--- src/rtl/act_writeback_if.sv ---
// Vector-in / write-out bus of the activation write-back stage.
// The master view belongs to act_writeback. It consumes vectors and masters the write port.
// The slave view belongs to the surrounding logic: the accumulator and the output buffer.
interface act_writeback_if #(
    parameter int NUM_LANES  = 16,
    parameter int DATA_WIDTH = 8,
    parameter int BUS_WIDTH  = 32,
    parameter int ADDR_WIDTH = 16
);
    logic [NUM_LANES-1:0][DATA_WIDTH-1:0] in_data;
    logic                                 in_valid;
    logic                                 in_ready;
    logic                                 wr_en;
    logic [ADDR_WIDTH-1:0]                wr_addr;
    logic [BUS_WIDTH-1:0]                 wr_data;
    logic                                 wr_ready;

    modport master (
        input  in_data, in_valid, wr_ready,
        output in_ready, wr_en, wr_addr, wr_data
    );

    modport slave (
        output in_data, in_valid, wr_ready,
        input  in_ready, wr_en, wr_addr, wr_data
    );
endinterface

--- src/rtl/act_writeback.sv ---
// Activation write-back stage.
// It activates each incoming int8 vector and buffers it in a small FIFO.
// During a job it streams the buffered vectors out as BUS_WIDTH beats at consecutive word addresses.
module act_writeback #(
    parameter int NUM_LANES  = 16,
    parameter int DATA_WIDTH = 8,
    parameter int BUS_WIDTH  = 32,
    parameter int FIFO_DEPTH = 4,
    parameter int ADDR_WIDTH = 16
) (
    input  logic                  clk,
    input  logic                  rst,
    input  logic                  start,
    input  logic [ADDR_WIDTH-1:0] base_addr,
    input  logic [15:0]           num_vectors,
    input  logic [1:0]            act_mode,
    input  logic [DATA_WIDTH-1:0] clip_max,
    act_writeback_if.master       bus,
    output logic                  busy,
    output logic                  done,
    output logic                  overflow
);
    localparam int VEC_W  = NUM_LANES * DATA_WIDTH;
    localparam int BEATS  = VEC_W / BUS_WIDTH;
    localparam int BEAT_W = (BEATS > 1) ? $clog2(BEATS) : 1;
    localparam int PTR_W  = (FIFO_DEPTH > 1) ? $clog2(FIFO_DEPTH) : 1;
    localparam int CNT_W  = PTR_W + 1;

    typedef enum logic [1:0] {
        ST_IDLE = 2'd0,
        ST_RUN  = 2'd1,
        ST_DONE = 2'd2
    } state_t;

    // Per-lane activation.
    // Clip treats negative inputs as ReLU does, then bounds the result from above with a signed compare.
    function automatic logic [DATA_WIDTH-1:0] activate(
        input logic [DATA_WIDTH-1:0] x,
        input logic [1:0]            mode,
        input logic [DATA_WIDTH-1:0] cmax
    );
        logic [DATA_WIDTH-1:0] y;
        y = x;
        case (mode)
            2'b01: begin
                if (x[DATA_WIDTH-1]) y = {DATA_WIDTH{1'b0}};
                else                 y = x;
            end
            2'b10: begin
                if (x[DATA_WIDTH-1])                y = {DATA_WIDTH{1'b0}};
                else if ($signed(x) > $signed(cmax)) y = cmax;
                else                                 y = x;
            end
            default: y = x;
        endcase
        return y;
    endfunction

    state_t                               state_r, state_next_s;
    logic [VEC_W-1:0]                     mem_r [FIFO_DEPTH];
    logic [PTR_W-1:0]                     wr_ptr_r, rd_ptr_r;
    logic [CNT_W-1:0]                     count_r;
    logic [BEAT_W-1:0]                    beat_r;
    logic [15:0]                          vec_r, num_r;
    logic [ADDR_WIDTH-1:0]                addr_r;
    logic                                 overflow_r;
    logic [NUM_LANES-1:0][DATA_WIDTH-1:0] act_vec_s;
    logic [BEATS-1:0][BUS_WIDTH-1:0]      head_s;
    logic full_s, push_s, wr_en_s, accept_s, last_beat_s, last_vec_s, pop_s, start_ok_s;

    assign full_s      = (count_r == CNT_W'(FIFO_DEPTH));
    assign push_s      = bus.in_valid && !full_s;
    assign wr_en_s     = (state_r == ST_RUN) && (count_r != {CNT_W{1'b0}});
    assign accept_s    = wr_en_s && bus.wr_ready;
    assign last_beat_s = (beat_r == BEAT_W'(BEATS - 1));
    assign last_vec_s  = (vec_r == (num_r - 16'd1));
    assign pop_s       = accept_s && last_beat_s;
    assign start_ok_s  = start && (state_r == ST_IDLE);
    assign head_s      = mem_r[rd_ptr_r];

    assign bus.in_ready = !full_s;
    assign bus.wr_en    = wr_en_s;
    assign bus.wr_addr  = addr_r;
    assign bus.wr_data  = wr_en_s ? head_s[beat_r] : {BUS_WIDTH{1'b0}};
    assign busy         = (state_r == ST_RUN);
    assign done         = (state_r == ST_DONE);
    assign overflow     = overflow_r;

    // Activate every lane of the incoming vector before it is stored.
    always_comb begin
        act_vec_s = {VEC_W{1'b0}};
        for (int i = 0; i < NUM_LANES; i++) begin
            act_vec_s[i] = activate(bus.in_data[i], act_mode, clip_max);
        end
    end

    // Next-state logic for the job FSM. A zero-length job goes straight to DONE.
    always_comb begin
        state_next_s = state_r;
        case (state_r)
            ST_IDLE: begin
                if (start) begin
                    if (num_vectors == 16'd0) state_next_s = ST_DONE;
                    else                      state_next_s = ST_RUN;
                end else begin
                    state_next_s = ST_IDLE;
                end
            end
            ST_RUN: begin
                if (pop_s && last_vec_s) state_next_s = ST_DONE;
                else                     state_next_s = ST_RUN;
            end
            ST_DONE: state_next_s = ST_IDLE;
            default: state_next_s = ST_IDLE;
        endcase
    end

    // State register.
    always_ff @(posedge clk) begin
        if (rst) state_r <= ST_IDLE;
        else     state_r <= state_next_s;
    end

    // FIFO payload store. It is never reset because the count and pointers decide what is valid.
    always_ff @(posedge clk) begin
        if (push_s) mem_r[wr_ptr_r] <= act_vec_s;
    end

    // FIFO pointers and occupancy. Push and pop are independent, and the pointers wrap at the power-of-2 depth.
    always_ff @(posedge clk) begin
        if (rst) begin
            wr_ptr_r <= {PTR_W{1'b0}};
            rd_ptr_r <= {PTR_W{1'b0}};
            count_r  <= {CNT_W{1'b0}};
        end else begin
            if (push_s) wr_ptr_r <= wr_ptr_r + PTR_W'(1);
            if (pop_s)  rd_ptr_r <= rd_ptr_r + PTR_W'(1);
            case ({push_s, pop_s})
                2'b10:   count_r <= count_r + CNT_W'(1);
                2'b01:   count_r <= count_r - CNT_W'(1);
                default: count_r <= count_r;
            endcase
        end
    end

    // Job bookkeeping: job parameters are latched on start, then the beat, vector and address counters advance.
    always_ff @(posedge clk) begin
        if (rst) begin
            beat_r <= {BEAT_W{1'b0}};
            vec_r  <= 16'd0;
            num_r  <= 16'd0;
            addr_r <= {ADDR_WIDTH{1'b0}};
        end else if (start_ok_s) begin
            beat_r <= {BEAT_W{1'b0}};
            vec_r  <= 16'd0;
            num_r  <= num_vectors;
            addr_r <= base_addr;
        end else if (accept_s) begin
            addr_r <= addr_r + ADDR_WIDTH'(1);
            if (last_beat_s) begin
                beat_r <= {BEAT_W{1'b0}};
                vec_r  <= vec_r + 16'd1;
            end else begin
                beat_r <= beat_r + BEAT_W'(1);
            end
        end else begin
            beat_r <= beat_r;
        end
    end

    // Sticky drop flag.
    // An accepted start clears it, but a drop in that same cycle still sets it.
    always_ff @(posedge clk) begin
        if (rst)                           overflow_r <= 1'b0;
        else if (bus.in_valid && full_s)   overflow_r <= 1'b1;
        else if (start_ok_s)               overflow_r <= 1'b0;
        else                               overflow_r <= overflow_r;
    end
endmodule

--- src/flat_wrapper.sv ---
// flat-port wrapper written by rule: the top's interface ports become plain ports
module act_writeback_flat 
#(
    parameter int NUM_LANES  = 16,
    parameter int DATA_WIDTH = 8,
    parameter int BUS_WIDTH  = 32,
    parameter int FIFO_DEPTH = 4,
    parameter int ADDR_WIDTH = 16
)
  (clk, rst, start, base_addr, num_vectors, act_mode, clip_max, busy, done, overflow, bus_in_data, bus_in_valid, bus_wr_ready, bus_in_ready, bus_wr_en, bus_wr_addr, bus_wr_data);
  act_writeback_if #(.NUM_LANES(NUM_LANES), .DATA_WIDTH(DATA_WIDTH), .BUS_WIDTH(BUS_WIDTH), .ADDR_WIDTH(ADDR_WIDTH)) bus_i ();
  input  logic clk;
  input  logic rst;
  input  logic start;
  input  logic [ADDR_WIDTH-1:0] base_addr;
  input  logic [15:0] num_vectors;
  input  logic [1:0] act_mode;
  input  logic [DATA_WIDTH-1:0] clip_max;
  output logic busy;
  output logic done;
  output logic overflow;
  input wire logic [$bits(bus_i.in_data)-1:0] bus_in_data;
  input wire logic [$bits(bus_i.in_valid)-1:0] bus_in_valid;
  input wire logic [$bits(bus_i.wr_ready)-1:0] bus_wr_ready;
  output wire logic [$bits(bus_i.in_ready)-1:0] bus_in_ready;
  output wire logic [$bits(bus_i.wr_en)-1:0] bus_wr_en;
  output wire logic [$bits(bus_i.wr_addr)-1:0] bus_wr_addr;
  output wire logic [$bits(bus_i.wr_data)-1:0] bus_wr_data;
  assign bus_i.in_data = bus_in_data;
  assign bus_i.in_valid = bus_in_valid;
  assign bus_i.wr_ready = bus_wr_ready;
  assign bus_in_ready = bus_i.in_ready;
  assign bus_wr_en = bus_i.wr_en;
  assign bus_wr_addr = bus_i.wr_addr;
  assign bus_wr_data = bus_i.wr_data;
  act_writeback #(.NUM_LANES(NUM_LANES), .DATA_WIDTH(DATA_WIDTH), .BUS_WIDTH(BUS_WIDTH), .FIFO_DEPTH(FIFO_DEPTH), .ADDR_WIDTH(ADDR_WIDTH)) u_core (.clk(clk), .rst(rst), .start(start), .base_addr(base_addr), .num_vectors(num_vectors), .act_mode(act_mode), .clip_max(clip_max), .bus(bus_i), .busy(busy), .done(done), .overflow(overflow));
endmodule
--- config.mk ---
export PLATFORM = sky130hd
export DESIGN_NAME = act_writeback_flat
export DESIGN_NICKNAME = d
export VERILOG_FILES = /design/src/rtl/act_writeback_if.sv /design/src/rtl/act_writeback.sv /design/src/flat_wrapper.sv
export SDC_FILE = /design/constraint.sdc
export NUM_CORES = 1
export LEC_CHECK = 0
export CAP_MARGIN = 20
export CORE_AREA = 10 10 221 223
export CTS_CLUSTER_SIZE = 14
export DETAILED_ROUTE_END_ITERATION = 16
export DIE_AREA = 0 0 231 233
export PLACE_DENSITY_LB_ADDON = 0.2
export SLEW_MARGIN = 20
export SYNTH_ARGS = -nofsm -noshare
export SYNTH_HDL_FRONTEND = slang
export SYNTH_SLANG_ARGS = --single-unit
--- constraint.sdc ---
create_clock -name clk -period 11.3 [get_ports clk]
set_input_delay 3.39 -clock clk [delete_from_list [all_inputs] [get_ports clk]]
set_output_delay 3.39 -clock clk [all_outputs]
set_load 0.03 [all_outputs]
==> results.sh, run 1 <==
export IMPL_cellPowerDensity_mw_per_mm2=155
export IMPL_cp_data_arrival_time_ns=4.25
export IMPL_end_kind="output pin"
export IMPL_internal_power_uw=3790
export IMPL_cts_resized_gates=0
export IMPL_clock_skew_ns=0.0148
export IMPL_num_antenna_cells=0
export IMPL_fin_nets=2368
export IMPL_wirelength_um=76300
export IMPL_critPathMaxFanout=44
export IMPL_drive_above_1_share_pct=14.8
export IMPL_path_clk_slew_ns=0.06
export IMPL_finalSetupViolCount=0
export IMPL_clk_latency_ns=0.62
export IMPL_switching_share_pct=24.2
export IMPL_area_growth_pct=17.1
export IMPL_placed_area_mm2=0.0304
export IMPL_numPortBuffers=227
export IMPL_min_period_over_period_pct=67.6
export IMPL_first_pass_iters=5
export IMPL_ys_ff_latch=574
export IMPL_grt_usage_pct=28.2
export IMPL_ctsHoldBuffers=0
export IMPL_start_util_pct=62.5
export IMPL_p_leak_uw=0.0112
export IMPL_drt_iter0_markers=2096
export IMPL_synth_cell_types=80
export IMPL_synth_async_reset_ratio_pct=0
export IMPL_vias=18300
export IMPL_cts_buffers=58
export IMPL_fp_dieH_um=233
export IMPL_crit_type="flip-flop to output pin"
export IMPL_maxSlewViolCount=0
export IMPL_dp_hpwl_um=50000
export IMPL_clock_path_buffers=3
export IMPL_cts_htree_levels=2
export IMPL_fin_area_mm2=0.0323
export IMPL_boundaryPins=228
export IMPL_post_route_drc_count=0
export IMPL_grt_remaining_overflow=0
export IMPL_power_frac_comb_pct=13.1
export IMPL_cts_tree="yes"
export IMPL_relSlewSlack_pct=19.8
export IMPL_cts_root_buf="clkbuf_16"
export IMPL_avgViaCountPerCell=6.80
export IMPL_die_w_um=231
export IMPL_worstSetupStartpointType="flip-flop"
export IMPL_synth_edf_count=512
export IMPL_synth_fp_nets=2140
export IMPL_seq_area_frac_synth_pct=60.2
export IMPL_routedWlPerCell_um=28.4
export IMPL_synth_main_ff_cell="edfxtp_1"
export IMPL_cap_violations=0
export IMPL_cts_sinks=574
export IMPL_required_ns=7.91
export IMPL_tightestPinTransition_ns=1.19
export IMPL_core_area_mm2=0.0441
export IMPL_syn_area_per_cell_um2=15.1
export IMPL_rows=77
export IMPL_n_fill_cell=2776
export IMPL_antenna_found_initial=0
export IMPL_dieArea_mm2=0.0538
export IMPL_postCtsSetupRepairBufs=0
export IMPL_synthCells=1825
export IMPL_grt_pass1_vias=18300
export IMPL_r2r_slack_ns=8.19
export IMPL_ant_nets=0
export IMPL_irDropWorstVdd_uv=140
export IMPL_switchingPower_uw=1210
export IMPL_synth_warnings=0
export IMPL_grt_pass1_wl_um=113000
export IMPL_grt_max_degree=71
export IMPL_max_freq_ghz=0.131
export IMPL_p_seq_share_pct=50.0
export IMPL_tns_ns=0
export IMPL_syn_cell_area_mm2=0.0276
export IMPL_hold_viol_final=0
export IMPL_fin_crit_ns=7.64
export IMPL_gp_congestion=0.941
export IMPL_rsz0062_at_grt="no"
export IMPL_p_clk_share_pct=36.9
export IMPL_status="completed"
export IMPL_worstHoldPathType="flip-flop to flip-flop"
## sequential cells by signal, indices dropped and copies added, names as in the netlist, named ones only
signal              flops
u_core.overflow         1
u_core.vec_r           16
u_core.beat_r           2
u_core.mem_r          512
u_core.num_r           16
u_core.bus.wr_addr     16
u_core.rd_ptr_r         2
u_core.count_r          3
u_core.wr_ptr_r         2
u_core.state_r          2
## placed cells by master (no fill, tap or decap), drive strengths merged, types with 15 or more instances in the layout
| master | count |
|---|---|
| o21ai | 44 |
| clkinv | 15 |
| mux4 | 160 |
| nor2b | 16 |
| nor3 | 29 |
| and3 | 18 |
| inv | 122 |
| a22o | 71 |
| buf | 19 |
| nand2 | 91 |
| o22ai | 52 |
| xor2 | 17 |
| nor2 | 78 |
| xnor2 | 29 |
| clkbuf | 80 |
| edfxtp | 512 |
| clkdlybuf4s50 | 227 |
| and2 | 39 |
| a21oi | 45 |
| ha | 139 |
| nand4 | 29 |
| nand3 | 30 |
| dfxtp | 62 |
## Yosys cell counts, drive strengths merged (29+ instances only)
library cell | n | area share (%)
edfxtp | 512 | 56
and2 | 39 | 0.88
a21oi | 45 | 0.82
o22ai | 52 | 1.2
nor2 | 78 | 1.1
ha | 139 | 6.3
a22o | 71 | 2.3
nand3 | 30 | 0.56
nor3 | 29 | 0.54
clkbuf | 52 | 0.71
mux4 | 160 | 13
xnor2 | 29 | 0.92
o21ai | 44 | 0.80
inv | 121 | 1.6
nand4 | 29 | 0.73
nand2 | 91 | 1.3
dfxtp | 62 | 4.5
## area by class of cell
class / instances / area, um^2 / share of cell area, %
timing repair buffer: 246 / 2450 / 7.60
multi-input combinational: 1052 / 10200 / 31.6
sequential: 574 / 16600 / 51.5
clock buffer: 80 / 1630 / 5.04
tap: 592 / 741 / 2.29
inverter: 121 / 454 / 1.41
clock inverter: 21 / 183 / 0.566
## stage by stage
stage	instances	setup WS, ns	power, uW	util, %	hold WS [ns]
global placement	2583	3.98	3150	68.9	0.477
CTS	2684	3.28	5010	73.1	0.504
detailed placement	2583	3.95	3180	68.9	0.489
floorplan	1825	4.43	2920	-	0.448
finish	2686	3.66	5010	73.2	0.503
global route	2686	3.38	5160	73.2	0.518
## per-layer routing
layer | global-route usage, % | vias up | wire length (um)
met3 | 6.68 | 208 | 8690
met4 | 11.7 | 0 | 3080
met2 | 44.5 | 1163 | 35400
met5 | 0 | - | 0
met1 | 37.3 | 9160 | 29100
li1 | - | 7730 | -
## critical path, cell delays in order, from the launching register on
cell             delay (ns)
dfxtp_4                0.58
buf_16                 0.30
buf_4                  0.75
mux4_2                 0.60
mux4_2                 0.52
and2_1                 0.18
clkdlybuf4s50_1        0.59
## power by group through the flow
| stage | logic (uW) | registers [uW] | clock network [uW] |
|---|---|---|---|
| global placement | 617 | 2540 | 0 |
| detailed placement | 638 | 2540 | 0 |
| finish | 656 | 2500 | 1850 |
| CTS | 644 | 2500 | 1870 |
| floorplan | 371 | 2550 | 0 |
| global route | 699 | 2510 | 1950 |
## worst paths after layout
path	from	endpoint	depth (start not counted)
worst max-delay path	flip-flop	bus_wr_data[2]	6
worst min-delay path	u_core.overflow	u_core.overflow	2
worst max register to register	u_core.beat_r[1]	u_core.count_r[2]	10
worst min register to register	u_core.overflow	u_core.overflow	2
## cells by family after synthesis
logic type | Yosys count | share of synthesized area (%)
adder cells (fa/ha/maj) | 140 | 6.38
multiplexers | 167 | 13.3
flip-flops | 574 | 60.2
XOR/XNOR | 46 | 1.46
AO/OA/AOI/OAI | 318 | 8.41
AND/OR/NAND/NOR | 381 | 7.35
buffers and inverters | 199 | 2.83
(Power assumes the default switching activity.)
==> run 2: changes to the inputs <==
- CORE_AREA: 10 10 221 223 -> 10 10 240 242
- DIE_AREA: 0 0 231 233 -> 0 0 250 252
- clock period: 11.3 -> 6.28 ns (I/O delays scaled with it)
==> results.sh, run 2 (synthesis results as in run 1) <==
export IMPL_cts_tree="yes"
export IMPL_slowest_stage="mux4_2"
export IMPL_crit_type="flip-flop to output pin"
export IMPL_cts_root_buf="clkbuf_16"
export IMPL_first_pass_iters=5
export IMPL_dp_hpwl_um=52800
export IMPL_cts_htree_levels=2
export IMPL_cts_buffers=59
export IMPL_tightestPinTransition_ns=1.21
export IMPL_critPathMaxFanout=69
export IMPL_start_util_pct=52.6
export IMPL_numPortBuffers=227
export IMPL_layout_cells_non_filler=2818
export IMPL_wirelength_um=77900
export IMPL_p_leak_uw=0.0114
export IMPL_cap_violations=0
export IMPL_die_w_um=250
export IMPL_cellPowerDensity_mw_per_mm2=284
export IMPL_numPlacedInstances=2705
export IMPL_clock_skew_ns=0.0152
export IMPL_cpPeakStageDelay_ns=0.65
export IMPL_postCtsSetupRepairBufs=0
export IMPL_most_common_layout_cells="edfxtp_1 (512), clkdlybuf4s50_1 (227), mux4_2 (160), ha_1 (139), inv_1 (119)"
export IMPL_path_clk_slew_ns=0.06
export IMPL_post_route_drc_count=0
export IMPL_largest_reg_flops=512
export IMPL_grt_pass1_wl_um=115000
export IMPL_worstPathCellList="buf_12 > mux4_2 > mux4_2 > and2_1 > clkdlybuf4s50_1"
export IMPL_cp_data_arrival_time_ns=3.52
export IMPL_grt_usage_pct=24.2
export IMPL_relSlewSlack_pct=19.0
export IMPL_area_growth_pct=19.2
export IMPL_cts_resized_gates=0
export IMPL_rsz0062_at_grt="no"
export IMPL_grt_pass1_vias=18000
export IMPL_antenna_found_initial=6
export IMPL_fp_dieH_um=252
export IMPL_status="completed"
export IMPL_hold_viol_final=0
export IMPL_cp_buffers_inverters=2
export IMPL_min_period_over_period_pct=86.0
export IMPL_tns_ns=0
export IMPL_gp_congestion=0.888
export IMPL_drive_above_1_share_pct=16.3
export IMPL_drt_iter0_markers=1837
export IMPL_grt_remaining_overflow=0
export IMPL_vias=18000
export IMPL_clk_latency_ns=0.63
export IMPL_path_common_cell="mux4_2"
export IMPL_core_area_mm2=0.0524
export IMPL_ant_nets=0
export IMPL_dieArea_mm2=0.0630
export IMPL_boundaryPins=228
export IMPL_fin_nets=2393
export IMPL_finalSetupViolCount=0
export IMPL_path_delay_family="multiplexers"
export IMPL_routedWlPerCell_um=27.6
export IMPL_grt_max_degree=73
export IMPL_worstHoldPathType="flip-flop to flip-flop"
export IMPL_maxSlewViolCount=0
export IMPL_avgViaCountPerCell=6.38
export IMPL_clock_path_buffers=3
export IMPL_cts_sinks=574
export IMPL_fin_crit_ns=5.40
export IMPL_irDropWorstVdd_uv=240
export IMPL_final_common_cell="edfxtp_1"
export IMPL_worstSetupStartpointType="flip-flop"
export IMPL_required_ns=4.40
export IMPL_max_freq_ghz=0.185
export IMPL_top_register="u_core.mem_r"
export IMPL_ctsHoldBuffers=0
export IMPL_rows=84
export IMPL_end_kind="output pin"
run 2: cell types whose count changed in the layout (fill, tap and decap cells not counted), sizes merged, moves of 2 or more:
cell and change:
clkbuf -9, clkinv +9, bufinv +7, buf +24, diode +2, clkinvlp +2
run 2: cell type report:
cell class | instances | area (um^2)
Clock inverter | 40 | 473
Clock buffer | 71 | 1560
Tap cell | 688 | 861
Fill cell | 3810 | 19600
Timing Repair Buffer | 270 | 2680
Antenna cell | 2 | 5.00
Sequential cell | 574 | 16600
Inverter | 121 | 454
Multi-Input combinational cell | 1052 | 10200
run 2: routing by layer:
layer	vias to the layer above	routed length, um	global-route usage, %	part of all wire (%)
met5	-	49	0	0.063
met4	8	2900	9.28	3.7
met3	178	7560	5.50	9.7
met2	925	36100	38.1	46
met1	9041	31200	32.3	40
li1	7825	-	-	-
run 2: tightest hold or removal path: cells and delay by family (launching register included):
family          cells  cell delay (ns)
compound gates      1             0.06
flops               1             0.32
simple gates        1             0.06
run 2: final timing paths:
kind	startpoint	end	slack, ns	cells past startpoint
setup / recovery	flip-flop	bus_wr_data[12]	0.88	5
hold / removal	u_core.num_r[15]	u_core.num_r[15]	0.48	2
setup reg to reg	u_core.beat_r[0]	u_core.count_r[2]	3.28	9
hold reg to reg	u_core.num_r[15]	u_core.num_r[15]	0.48	2
run 2: metrics by stage:
stage	cell area [um^2]	utilization, %	setup slack [ns]	power, uW	hold slack, ns
after global placement	30800	58.8	0.772	5720	0.462
after detailed placement	30800	58.8	0.700	5760	0.481
after floorplan	27600	-	0.911	5250	0.448
final	32900	62.7	0.879	9350	0.481
after global routing	32900	62.7	0.719	9620	0.526
after CTS	32900	62.7	0.773	9390	0.489
run 2: where the power goes:
part	leakage [uW]	internal (uW)	total [uW]	switching, uW
logic	0.00512	491	1200	712
registers	0.00529	4430	4500	64.3
clock network	0.000997	2180	3650	1470
